### config.mk
export PLATFORM = sky130hd
export DESIGN_NAME = serial_link_phy_cfg_ctrl
export DESIGN_NICKNAME = d
export VERILOG_FILES = /design/src/rtl/serial_link_phy_cfg_ctrl.sv
export SDC_FILE = /design/constraint.sdc
export NUM_CORES = 1
export LEC_CHECK = 0
export ABC_CLOCK_PERIOD_IN_PS = 1900
export BUFFER_PORTS_ARGS = -buffer_cell sky130_fd_sc_hd__buf_2
export CAP_MARGIN = 20
export CORE_UTILIZATION = 32
export CTS_CLUSTER_SIZE = 16
export DETAILED_ROUTE_END_ITERATION = 16
export GPL_TIMING_DRIVEN = 0
export PLACE_DENSITY = 0.63
export SETUP_SLACK_MARGIN = 0.1
export SLEW_MARGIN = 15
export SYNTH_ARGS = -nofsm -noshare
export SYNTH_HDL_FRONTEND = slang
export SYNTH_SLANG_ARGS = --single-unit
### constraint.sdc
create_clock -name clk_i -period 1.9 [get_ports clk_i]
set_input_delay 0.475 -clock clk_i [delete_from_list [all_inputs] [get_ports clk_i]]
set_output_delay 0.475 -clock clk_i [all_outputs]
set_load 0.02 [all_outputs]
### src/rtl/serial_link_phy_cfg_ctrl.sv
// Run-time reconfiguration sequencer for the serial-link PHY TX clock divider/phase shifter.
// Drains an in-flight beat, gates TX valid while new values are applied, then holds a settle window.
module serial_link_phy_cfg_ctrl #(
   parameter int unsigned MaxClkDiv     = 32,
   parameter bit          DdrSdrSel     = 1'b1,
   parameter int unsigned ResetClkDiv   = 8,
   parameter int unsigned ResetShiftSt  = 2,
   parameter int unsigned ResetShiftEnd = 6,
   parameter int unsigned SettleCycles  = 4,
   localparam int         CW            = $clog2(MaxClkDiv) + 1
) (
   input  logic          clk_i,
   input  logic          rst_i,
   input  logic          cfg_req_i,
   input  logic [CW-1:0] cfg_clk_div_i,
   input  logic [CW-1:0] cfg_shift_start_i,
   input  logic [CW-1:0] cfg_shift_end_i,
   output logic          cfg_gnt_o,
   output logic          cfg_err_o,
   output logic          cfg_busy_o,
   input  logic          tx_valid_i,
   output logic          tx_ready_o,
   output logic          phy_valid_o,
   input  logic          phy_ready_i,
   output logic [CW-1:0] phy_clk_div_o,
   output logic [CW-1:0] phy_shift_start_o,
   output logic [CW-1:0] phy_shift_end_o,
   output logic [1:0]    dbg_state_o
);

   localparam int CNTW = $clog2(SettleCycles) + 1;
   localparam logic [CNTW-1:0] SettleLoad = CNTW'(SettleCycles - 1);
   localparam logic [CW:0]     MaxDivX    = (CW+1)'(MaxClkDiv);
   localparam logic [CW:0]     MinDivX    = (CW+1)'(2);
   localparam logic [CW-1:0]   RstDiv     = CW'(ResetClkDiv);
   localparam logic [CW-1:0]   RstStart   = CW'(ResetShiftSt);
   localparam logic [CW-1:0]   RstEnd     = CW'(ResetShiftEnd);

   typedef enum logic [1:0] {
      ST_RUN    = 2'd0,
      ST_DRAIN  = 2'd1,
      ST_APPLY  = 2'd2,
      ST_SETTLE = 2'd3
   } state_t;

   state_t          r_state;
   logic [CNTW-1:0] r_cnt;
   logic [CW-1:0]   r_sh_div;
   logic [CW-1:0]   r_sh_start;
   logic [CW-1:0]   r_sh_end;
   logic [CW-1:0]   r_div;
   logic [CW-1:0]   r_start;
   logic [CW-1:0]   r_end;
   logic            r_gnt;
   logic            r_err;

   // Legality is evaluated one bit wider so the DDR period 2*div cannot wrap.
   logic [CW:0] w_div_x;
   logic [CW:0] w_period;
   logic        w_legal;
   logic        w_fwd;

   assign w_div_x  = {1'b0, cfg_clk_div_i};
   assign w_period = DdrSdrSel ? {cfg_clk_div_i, 1'b0} : w_div_x;
   assign w_legal  = (w_div_x >= MinDivX) && (w_div_x <= MaxDivX) && !cfg_clk_div_i[0] &&
                     (cfg_shift_start_i < cfg_shift_end_i) &&
                     ({1'b0, cfg_shift_end_i} < w_period);

   always_ff @(posedge clk_i) begin
      if (rst_i) begin
         r_state    <= ST_RUN;
         r_cnt      <= '0;
         r_sh_div   <= '0;
         r_sh_start <= '0;
         r_sh_end   <= '0;
         r_div      <= RstDiv;
         r_start    <= RstStart;
         r_end      <= RstEnd;
         r_gnt      <= 1'b0;
         r_err      <= 1'b0;
      end else begin
         r_gnt <= 1'b0;
         r_err <= 1'b0;
         case (r_state)
            ST_RUN: begin
               if (cfg_req_i) begin
                  if (w_legal) begin
                     r_sh_div   <= cfg_clk_div_i;
                     r_sh_start <= cfg_shift_start_i;
                     r_sh_end   <= cfg_shift_end_i;
                     r_state    <= (tx_valid_i && !phy_ready_i) ? ST_DRAIN : ST_APPLY;
                  end else begin
                     r_err <= 1'b1;
                  end
               end
            end
            // Leave once the pending beat is accepted or withdrawn.
            ST_DRAIN: begin
               if (!tx_valid_i || phy_ready_i) r_state <= ST_APPLY;
            end
            ST_APPLY: begin
               r_div   <= r_sh_div;
               r_start <= r_sh_start;
               r_end   <= r_sh_end;
               r_cnt   <= SettleLoad;
               r_state <= ST_SETTLE;
            end
            ST_SETTLE: begin
               if (r_cnt == '0) begin
                  r_state <= ST_RUN;
                  r_gnt   <= 1'b1;
               end else begin
                  r_cnt <= r_cnt - 1'b1;
               end
            end
            default: r_state <= ST_RUN;
         endcase
      end
   end

   assign w_fwd             = (r_state == ST_RUN) || (r_state == ST_DRAIN);
   assign phy_valid_o       = w_fwd & tx_valid_i;
   assign tx_ready_o        = w_fwd & tx_valid_i & phy_ready_i;
   assign cfg_busy_o        = (r_state != ST_RUN);
   assign cfg_gnt_o         = r_gnt;
   assign cfg_err_o         = r_err;
   assign phy_clk_div_o     = r_div;
   assign phy_shift_start_o = r_start;
   assign phy_shift_end_o   = r_end;
   assign dbg_state_o       = r_state;

endmodule

==> results of run 1 <==
[per-stage QoR]
| stage | hold WS, ns | instances | util |
|---|---|---|---|
| after floorplan | 0.436 | 228 | - |
| after global placement | 0.445 | 354 | 0.392 |
| after detailed placement | 0.453 | 354 | 0.392 |
| after CTS | 0.462 | 372 | 0.427 |
| after global routing | 0.480 | 381 | 0.472 |
| final | 0.466 | 381 | 0.472 |
[synthesized netlist by cell type, types with 2 or more instances]
library cell   n
dfxtp_1       43
a21oi_1       21
mux2i_1       19
nand4_1       18
nor2_1        18
inv_1         17
ha_1          16
o31ai_2       11
o31ai_1        8
clkbuf_1       6
nand2_1        5
buf_2          4
buf_6          4
nand2b_1       3
o211ai_1       3
a31oi_1        2
a32oi_1        2
a41o_1         2
and2_1         2
buf_1          2
nand3_1        2
[critical path: stages]
cell and delay [ns]:
buf_4 0.13, ha_4 0.26, a2111oi_4 0.41, buf_4 0.20, nand3_2 0.12, o31ai_1 0.28, a21oi_1 0.10
[logic make-up after synthesis]
family	after synthesis	share of synthesized area
simple gates	56	0.143
xor+xnor	1	0.00392
fa+ha+maj	16	0.0897
compound gates	58	0.215
mux	20	0.0902
flops	43	0.386
buf+inv	34	0.0729
[cell type report]
| type | count | area share |
|---|---|---|
| timing repair buffer | 64 | 0.136 |
| multi-input combinational | 152 | 0.469 |
| clock inverter | 1 | 0.00157 |
| clock buffer | 7 | 0.0239 |
| buffer | 16 | 0.0389 |
| sequential | 43 | 0.272 |
| tap | 80 | 0.0314 |
| inverter | 18 | 0.0267 |
[how the worst max path moves through the flow]
| stage | endpoint | from |
|---|---|---|
| 2_1_floorplan | dbg_state_o[1]$_SDFFE_PP0P_ | cfg_shift_end_i[5] |
| 3_3_place_gp | r_sh_start[5]$_SDFFE_PP0P_ | cfg_clk_div_i[1] |
| 3_5_place_dp | r_sh_start[5]$_SDFFE_PP0P_ | cfg_clk_div_i[1] |
| 4_1_cts | tx_ready_o | dbg_state_o[1]$_SDFFE_PP0P_ |
| 5_1_grt | r_sh_start[1]$_SDFFE_PP0P_ | cfg_shift_start_i[5] |
| 6_report | r_sh_start[1]$_SDFFE_PP0P_ | cfg_shift_start_i[5] |
[sequential cells by signal (all words and copies together), names as in the netlist]
name,flops
dbg_state_o,2
phy_shift_start_o,6
phy_clk_div_o,6
cfg_gnt_o,1
r_sh_end,6
cfg_err_o,1
r_sh_div,6
r_cnt,3
phy_shift_end_o,6
r_sh_start,6
[what timing repair did]
item | CTS | global route
resized for setup | 18 | 48
endpoints found under the setup margin | 13 | 33
pin swaps | 12 | 28
gates cloned | 2 | 3
setup buffers | 8 | 6
[power groups by stage]
stage               Clock [µW]  Sequential [µW]  Combinational (µW)
finish                     545             1020                1010
floorplan                    0             1080                 532
detailed placement           0             1040                 783
global placement             0             1040                 775
CTS                        556             1010                 879
global route               598             1030                1100
[layer usage]
metal / routed length (µm) / GRT usage
met1: 2680 / 0.210
met2: 2840 / 0.249
met4: 91 / 0.0545
met5: 0 / 0
met3: 221 / 0.0279
==> metrics.cfg, run 1 <==
[run_status]
status = completed

[routing]
drt_iter0_drc = 71
antenna_left = 0
drt_first_pass_iters = 5
post_drt_wl_per_cell_um = 15.3
via_per_inst = 5.27
totalWireLength_mm = 5.83
num_vias = 2007
drcViolationCount = 0

[cts]
cts_buffers = 5
cts-root-buf = clkbuf_8
clk_latency_ns = 0.29
clk_path_buf_depth = 2
clk_pin_slew_ns = 0.08
ctsHoldBuffers = 0
cts_tree = built
clock_sinks = 43
htree_levels = 2

[critical_path]
r2r-end = r_sh_div[1]$_SDFFE_PP0P_
worstSetupPathType = in2reg
start_kind = primary input
crit_required_ns = 2.05
reg2regPathDepth = 7
endpoint_kind = flip-flop
r2r-start = dbg_state_o[0]$_SDFFE_PP0P_
ff2ff_setup_slack_ns = 0.22
path_max_fanout = 4
arrival_ns = 1.96

[final_layout]
seqCellArea_um2 = 868
fin_area_mm2 = 0.00319
final_nets = 339
fillerInstances = 621
syn_to_final_growth_pct = 42.8
diodes = 0
multi_input_area_mm2 = 0.00150
layout_commonest_cell = buf_2
layout_common_cells = buf_2 (43), dfxtp_1 (41), mux2i_1 (19), nor2_1 (18), nand4_1 (18)
layout-drive-gt1-share = 0.465

[sta]
slew_headroom = 0.659
setup_viol_count_final = 0
finClkSkew_ns = 0.00429
worstMarginPinSlew_ns = 0.512
post-route-min-period_ns = 1.80
drv_slew = 0
setup_tns_ns = 0
rsz0062_at_grt = yes
finalWorstSetupSlack_ns = 0.0973
post-route-period-util = 0.949
hold_violations = 0
max_freq_mhz = 555

[global_route]
grt_usage = 0.155
antenna_found_initial = 0
grt_pass1_wl_mm = 9.10
grt_max_degree = 13
first_global_vias = 1849
grt-ovfl-total = 0

[yosys]
async_flop_share = 0
ys_dominant_reg_cell = dfxtp_1
ys_types = 41
yosysTopAreaCell = dfxtp_1
ys_ff_latch = 43
yosysWarnings = 0
avgSynthCellArea_um2 = 9.79
ys_seq_area_frac = 0.386
ys_top_cells_by_area = dfxtp_1 (39%), ha_1 (9.0%), mux2i_1 (8.5%), o31ai_2 (6.2%), nand4_1 (5.0%)
synth-edff-count = 0
mappedNetlistArea_mm2 = 0.00223
synth_fp_nets = 267
syn-instance-count = 228
yosysTopAreaCellShare = 0.386

[power_and_ir_drop]
p_leak_uw = 0.00121
pwr-share-comb = 0.393
power_uw = 2580
ir_drop_uv = 232
p_int_uw = 1660
p_seq_frac = 0.395
p_sw_frac = 0.357
clock_power_share = 0.212
power.density_mw_per_mm2 = 808
switchingPower_uw = 920

[floorplan]
num_io_pins = 48
die_w_um = 85.5
rows = 30
initial_core_util = 0.330
design.die.area_mm2 = 0.00731
core-area_mm2 = 0.00676
die_height_um = 85.5

[min_path]
hold_path_end = r_sh_div[0]$_SDFFE_PP0P_
hp-class = reg2reg
min_from = r_sh_div[0]$_SDFFE_PP0P_
min_path_cells = 1

[placed_design]
place_congestion = 0.829
pre_cts_ws_ns = -0.300
placement.io_buffers = 46
dpl.hpwl_mm = 3.90
dpl-instance-area_mm2 = 0.00265

[job]
maxCapViolations = 0

Note: power is estimated with default switching activity, not from simulation.
==> run 2: changes to the inputs <==
--- a/config.mk
+++ b/config.mk
@@ -8,11 +8,11 @@
 export ABC_CLOCK_PERIOD_IN_PS = 1900
 export BUFFER_PORTS_ARGS = -buffer_cell sky130_fd_sc_hd__buf_2
 export CAP_MARGIN = 20
-export CORE_UTILIZATION = 32
+export CORE_UTILIZATION = 35
 export CTS_CLUSTER_SIZE = 16
 export DETAILED_ROUTE_END_ITERATION = 16
 export GPL_TIMING_DRIVEN = 0
-export PLACE_DENSITY = 0.63
+export PLACE_DENSITY = 0.66
 export SETUP_SLACK_MARGIN = 0.1
 export SLEW_MARGIN = 15
 export SYNTH_ARGS = -nofsm -noshare
==> run 2 against run 1 <==
Against the previous run: power rose by 7.1%; clock skew up 0.0035 ns; via count shrank 2.6%; worst setup slack worse by 0.020 ns; first-iteration DRC count rose by 13%; core utilization rose by 5.8 points; critical path depth is 2 higher; critical path type unchanged; largest cell class unchanged; highest routed layer unchanged.
==> metrics.cfg, run 2 (same netlist as run 1, synthesis figures left out) <==
[run_status]
status = completed

[routing]
totalWireLength_mm = 5.75  ; -1.4%
post_drt_wl_per_cell_um = 15.4  ; +0.46%
antenna_left = 0  ; unchanged
drt_first_pass_iters = 4  ; -1
drcViolationCount = 0  ; unchanged
via_per_inst = 5.22  ; -0.82%
drt_iter0_drc = 80  ; +13%
num_vias = 1954  ; -2.6%

[critical_path]
endpoint_kind = flip-flop
arrival_ns = 2.00  ; +0.04 ns
crit_required_ns = 2.07  ; +0.02 ns
cp-startpoint = cfg_shift_end_i[5]
r2r-start = dbg_state_o[0]$_SDFFE_PP0P_
start_kind = primary input
worstSetupPathType = in2reg
path_max_fanout = 5  ; +1

[cts]
clock_sinks = 43  ; unchanged
clk_path_buf_depth = 2  ; unchanged
cts-root-buf = clkbuf_8
cts_buffers = 5  ; unchanged
htree_levels = 2  ; unchanged
clk_latency_ns = 0.30  ; about the same
clk_pin_slew_ns = 0.08  ; about the same
cts_tree = built

[floorplan]
rows = 28  ; -6.7%
core-area_mm2 = 0.00603  ; -11%
design.die.area_mm2 = 0.00670  ; -8.4%
num_io_pins = 48  ; unchanged
die_height_um = 81.9  ; -4.3%
die_w_um = 81.9  ; -4.3%
initial_core_util = 0.370  ; +0.0401

[sta]
post-route-period-util = 0.959  ; +0.0103
whs_ns = 0.459  ; -0.00719 ns
slew_headroom = 0.651  ; -0.00817
worstMarginPinSlew_ns = 0.524  ; +0.0123 ns
setup_tns_ns = 0  ; unchanged
drv_slew = 0  ; unchanged
hold_violations = 0  ; unchanged
rsz0062_at_grt = yes
max_freq_mhz = 549  ; -1.1%
setup_viol_count_final = 0  ; unchanged
finClkSkew_ns = 0.00783  ; +0.00354 ns
post-route-min-period_ns = 1.82  ; +0.0197 ns

[global_route]
grt_usage = 0.172  ; +0.0161
antenna_found_initial = 0  ; unchanged
grt-ovfl-total = 0  ; unchanged
grt_pass1_wl_mm = 8.75  ; -3.9%
grt_max_degree = 14  ; +1
first_global_vias = 1726  ; -6.7%

[power_and_ir_drop]
p_int_uw = 1810  ; +9.6%
p_leak_uw = 0.00123  ; +1.3%
ir_drop_uv = 293  ; +26%
switchingPower_uw = 944  ; +2.6%
clock_power_share = 0.268  ; +0.056
power.density_mw_per_mm2 = 863  ; +6.8%
p_seq_frac = 0.368  ; -0.027
p_sw_frac = 0.342  ; -0.0150
pwr-share-comb = 0.364  ; -0.029

[placed_design]
place_congestion = 0.809  ; -2.4%
placement.io_buffers = 46  ; unchanged
dpl.hpwl_mm = 3.94  ; +1.1%

[job]
maxCapViolations = 0  ; unchanged

[final_layout]
syn_to_final_growth_pct = 43.2
finish.utilization = 0.530  ; +0.0585
layout_common_cells = dfxtp_1 (41), buf_2 (41), mux2i_1 (19), nor2_1 (18), nand4_1 (18)
final_nets = 337  ; -0.59%
diodes = 0  ; unchanged
layout-drive-gt1-share = 0.438  ; -0.0270

[min_path]
min_from = r_sh_div[0]$_SDFFE_PP0P_
hp-class = reg2reg

[run 2: worst paths after layout]
path,endpoint,slack (ns),cells after the start
worst max-delay path,r_sh_start[2]$_SDFFE_PP0P_,0.08,9
worst min register to register,r_sh_div[0]$_SDFFE_PP0P_,0.46,1
worst max register to register,dbg_state_o[1]$_SDFFE_PP0P_,0.21,7
worst min-delay path,r_sh_div[0]$_SDFFE_PP0P_,0.46,1
[run 2: metrics by stage]
stage / cells / power [µW] / worst slack (ns) / instance area, µm²
final: 374 / 2760 / 0.0777 / 3200
after detailed placement: 349 / 1820 / -0.268 / 2650
after global placement: 349 / 1800 / -0.252 / 2650
after CTS: 365 / 2640 / 0.0604 / 2910
after global routing: 374 / 2900 / 0.000731 / 3200
after floorplan: 228 / 1610 / 0.0943 / 2320
[run 2: cell type report]
class	instances	area, µm²
well taps	75	93.8
flip-flops and latches	43	868
repair buffers	62	408
clock inverters	2	35.0
inverters	18	82.6
plain buffers	16	133
fillers	543	2830
multi-input cells	152	1490
clock buffers	6	82.6
[run 2: per-layer routing]
metal,part of all wire,GRT usage,wire length (µm)
met1,0.47,0.237,2730
met2,0.48,0.269,2770
met3,0.036,0.0311,209
met4,0.0075,0.0526,43
met5,0,0,0
[run 2: worst max-delay path, cell delays in order]
cell and delay, ns:
buf_12 0.11, inv_12 0.04, ha_4 0.20, a2111oi_4 0.34, buf_4 0.18, nand3_4 0.11
clkbuf_16 0.21, o31ai_4 0.23, a21oi_1 0.09
[run 2: what timing repair did]
action / CTS / global route
gates cloned: 2 / 2
gates resized for setup: 19 / 43
hold buffers: 0 / 0
setup endpoints to repair: 14 / 32
buffers inserted: 6 / 7
pin swaps: 9 / 18
[run 2: power by group through the flow]
stage	Combinational, µW	Clock [µW]	Sequential (µW)
5_1_grt	1090	782	1020
2_1_floorplan	532	0	1080
6_report	1000	740	1020
3_5_place_dp	787	0	1040
4_1_cts	879	748	1010
3_3_place_gp	770	0	1030
==> run 3: changes to the inputs <==
--- a/config.mk
+++ b/config.mk
@@ -12,8 +12,8 @@
 export CTS_CLUSTER_SIZE = 16
 export DETAILED_ROUTE_END_ITERATION = 16
 export GPL_TIMING_DRIVEN = 0
-export PLACE_DENSITY = 0.66
-export SETUP_SLACK_MARGIN = 0.1
+export PLACE_DENSITY = 0.68
+export REMOVE_ABC_BUFFERS = 1
 export SLEW_MARGIN = 15
 export SYNTH_ARGS = -nofsm -noshare
 export SYNTH_HDL_FRONTEND = slang
==> run 3 against run 2 <==
Against the previous run: worst setup slack got worse by 0.060 ns; global-route usage about the same; power decreased by 9.2%; non-clock buffer count fell by 21; critical endpoint is now r_sh_start[3]$_SDFFE_PP0P_; sequential cell count did not move; first-iteration DRC count grew 14%; die area unchanged; critical path depth fell by 2; core utilization fell by 5.2 points; sequential share of layout area up 2.9 points; via count fell by 0.41%; register-to-register slack worse by 0.07 ns.
==> metrics.cfg, run 3 (same netlist as run 1, synthesis figures left out) <==
[power_and_ir_drop]
p_seq_frac = 0.405  ; +0.037
ir_drop_uv = 460  ; +57%
p_leak_uw = 0.00111  ; -10%
power.density_mw_per_mm2 = 869  ; +0.67%
p_sw_frac = 0.365  ; +0.0231
p_int_uw = 1590  ; -12%
clock_power_share = 0.226  ; -0.042
switchingPower_uw = 915  ; -3.0%
pwr-share-comb = 0.369  ; +0.005

[floorplan]
die_height_um = 81.9  ; unchanged
core-area_mm2 = 0.00603  ; unchanged
die_w_um = 81.9  ; unchanged
num_io_pins = 48  ; unchanged
rows = 28  ; unchanged
initial_core_util = 0.370  ; unchanged
design.die.area_mm2 = 0.00670  ; unchanged

[global_route]
grt-ovfl-total = 0  ; unchanged
antenna_found_initial = 0  ; unchanged
grt_max_degree = 38  ; +24
grt_pass1_wl_mm = 8.85  ; +1.2%
first_global_vias = 1766  ; +2.3%
grt_usage = 0.172  ; about the same

[final_layout]
fin_area_mm2 = 0.00288  ; -9.8%
syn_to_final_growth_pct = 29.1
layout_commonest_cell = buf_2
layout-drive-gt1-share = 0.395  ; -0.0431
layout_common_cells = buf_2 (46), dfxtp_1 (41), mux2i_1 (19), a21oi_1 (19)
final_nets = 319  ; -5.3%
finish.utilization = 0.478  ; -0.0519
diodes = 0  ; unchanged

[routing]
num_vias = 1946  ; -0.41%
antenna_left = 0  ; unchanged
via_per_inst = 5.47  ; +4.6%
drcViolationCount = 0  ; unchanged
post_drt_wl_per_cell_um = 16.3  ; +6.1%
drt_iter0_drc = 91  ; +14%
totalWireLength_mm = 5.80  ; +0.99%
drt_first_pass_iters = 4  ; unchanged

[critical_path]
start_kind = primary input
max_stage_delay_ns = 0.36  ; +0.02 ns
endpoint_kind = flip-flop
path_max_fanout = 9  ; +4
arrival_ns = 2.04  ; +0.04 ns
crit_required_ns = 2.06  ; about the same
cp_slowest_cell = nor4_2
worstSetupPathType = in2reg
crit_chain = buf_2 > nor4_2 > xnor2_1 > o221ai_4 > buf_6 > o31ai_2 > a21oi_1

[cts]
clk_pin_slew_ns = 0.08  ; about the same
clock_sinks = 43  ; unchanged
cts_buffers = 5  ; unchanged
cts-root-buf = clkbuf_8
clk_latency_ns = 0.30  ; about the same
htree_levels = 2  ; unchanged
cts_tree = built
clk_path_buf_depth = 2  ; unchanged

[placed_design]
place_congestion = 0.807  ; -0.21%
placement.io_buffers = 47  ; +2.2%
dpl.hpwl_mm = 3.46  ; -12%
dpl-instance-area_mm2 = 0.00249  ; -5.7%
pre_cts_ws_ns = -0.689  ; -0.421 ns

[min_path]
hp-class = in2reg

[sta]
whs_ns = 0.440  ; -0.0192 ns
setup_viol_count_final = 0  ; unchanged
drv_slew = 0  ; unchanged
post-route-min-period_ns = 1.88  ; +0.0595 ns
hold_violations = 0  ; unchanged
slew_headroom = 0.548  ; -0.102
worstMarginPinSlew_ns = 0.678  ; +0.154 ns
post-route-period-util = 0.990  ; +0.0313
finClkSkew_ns = 0.00614  ; -0.00169 ns
finalWorstSetupSlack_ns = 0.0181  ; -0.0595 ns
max_freq_mhz = 531  ; -3.2%

[run_status]
status = completed

[job]
maxCapViolations = 0  ; unchanged

==> run 3: path summary, 6_finish.rpt <==
| check | startpoint | endpoint | slack [ns] | cells past startpoint |
|---|---|---|---|---|
| setup reg to reg | dbg_state_o[1]$_SDFFE_PP0P_ | r_cnt[1]$_SDFFE_PP0P_ | 0.14 | 6 |
| setup / recovery | cfg_clk_div_i[1] | r_sh_start[3]$_SDFFE_PP0P_ | 0.02 | 7 |
| hold reg to reg | r_sh_div[0]$_SDFFE_PP0P_ | r_sh_div[0]$_SDFFE_PP0P_ | 0.47 | 1 |
| hold / removal | cfg_shift_end_i[0] | r_sh_end[0]$_SDFFE_PP0P_ | 0.44 | 3 |
==> run 3: timing repair <==
item,in CTS,in global routing
buffers inserted,5,4
hold buffers,0,0
pin swaps,3,10
gates resized for setup,15,26
cloned,1,3
setup endpoints to repair,22,22
==> run 3: final cells by class <==
class / instances / area, µm²
flip-flops and latches: 43 / 868
multi-input cells: 155 / 1410
well taps: 75 / 93.8
clock inverters: 3 / 15.0
fillers: 580 / 3140
clock buffers: 5 / 68.8
inverters: 18 / 67.6
repair buffers: 57 / 355
==> run 3: critical path, delay by kind of cell <==
| kind | cells | cell delay, ns |
|---|---|---|
| buffers and inverters | 2 | 0.33 |
| xor gates and xnor gates | 1 | 0.31 |
| and+or+nand+nor | 1 | 0.36 |
| AOI/OAI and AO/OA | 3 | 0.56 |
==> run 3: layer usage <==
layer / track usage / routed length [µm] / part of all wire / up-vias
li1: - / - / - / 957
met5: 0 / 0 / 0 / -
met3: 0.0433 / 436 / 0.075 / 14
met1: 0.226 / 2610 / 0.45 / 915
met2: 0.266 / 2630 / 0.45 / 60
met4: 0.0702 / 125 / 0.022 / 0
==> run 3: power by group through the flow <==
stage	clock, µW	combinational, µW	sequential (µW)
final	566	925	1010
after global routing	622	995	1020
after CTS	584	818	1010
after detailed placement	0	759	1030
after global placement	0	718	1030
after floorplan	0	466	1070
==> run 3: through the flow <==
stage                     TNS [ns]  instances  power (µW)
after CTS                        0        349        2420
final                            0        356        2500
after floorplan              -3.19        212        1540
after global placement      -13.20        334        1750
after detailed placement    -12.84        335        1790
after global routing       -0.0981        356        2640
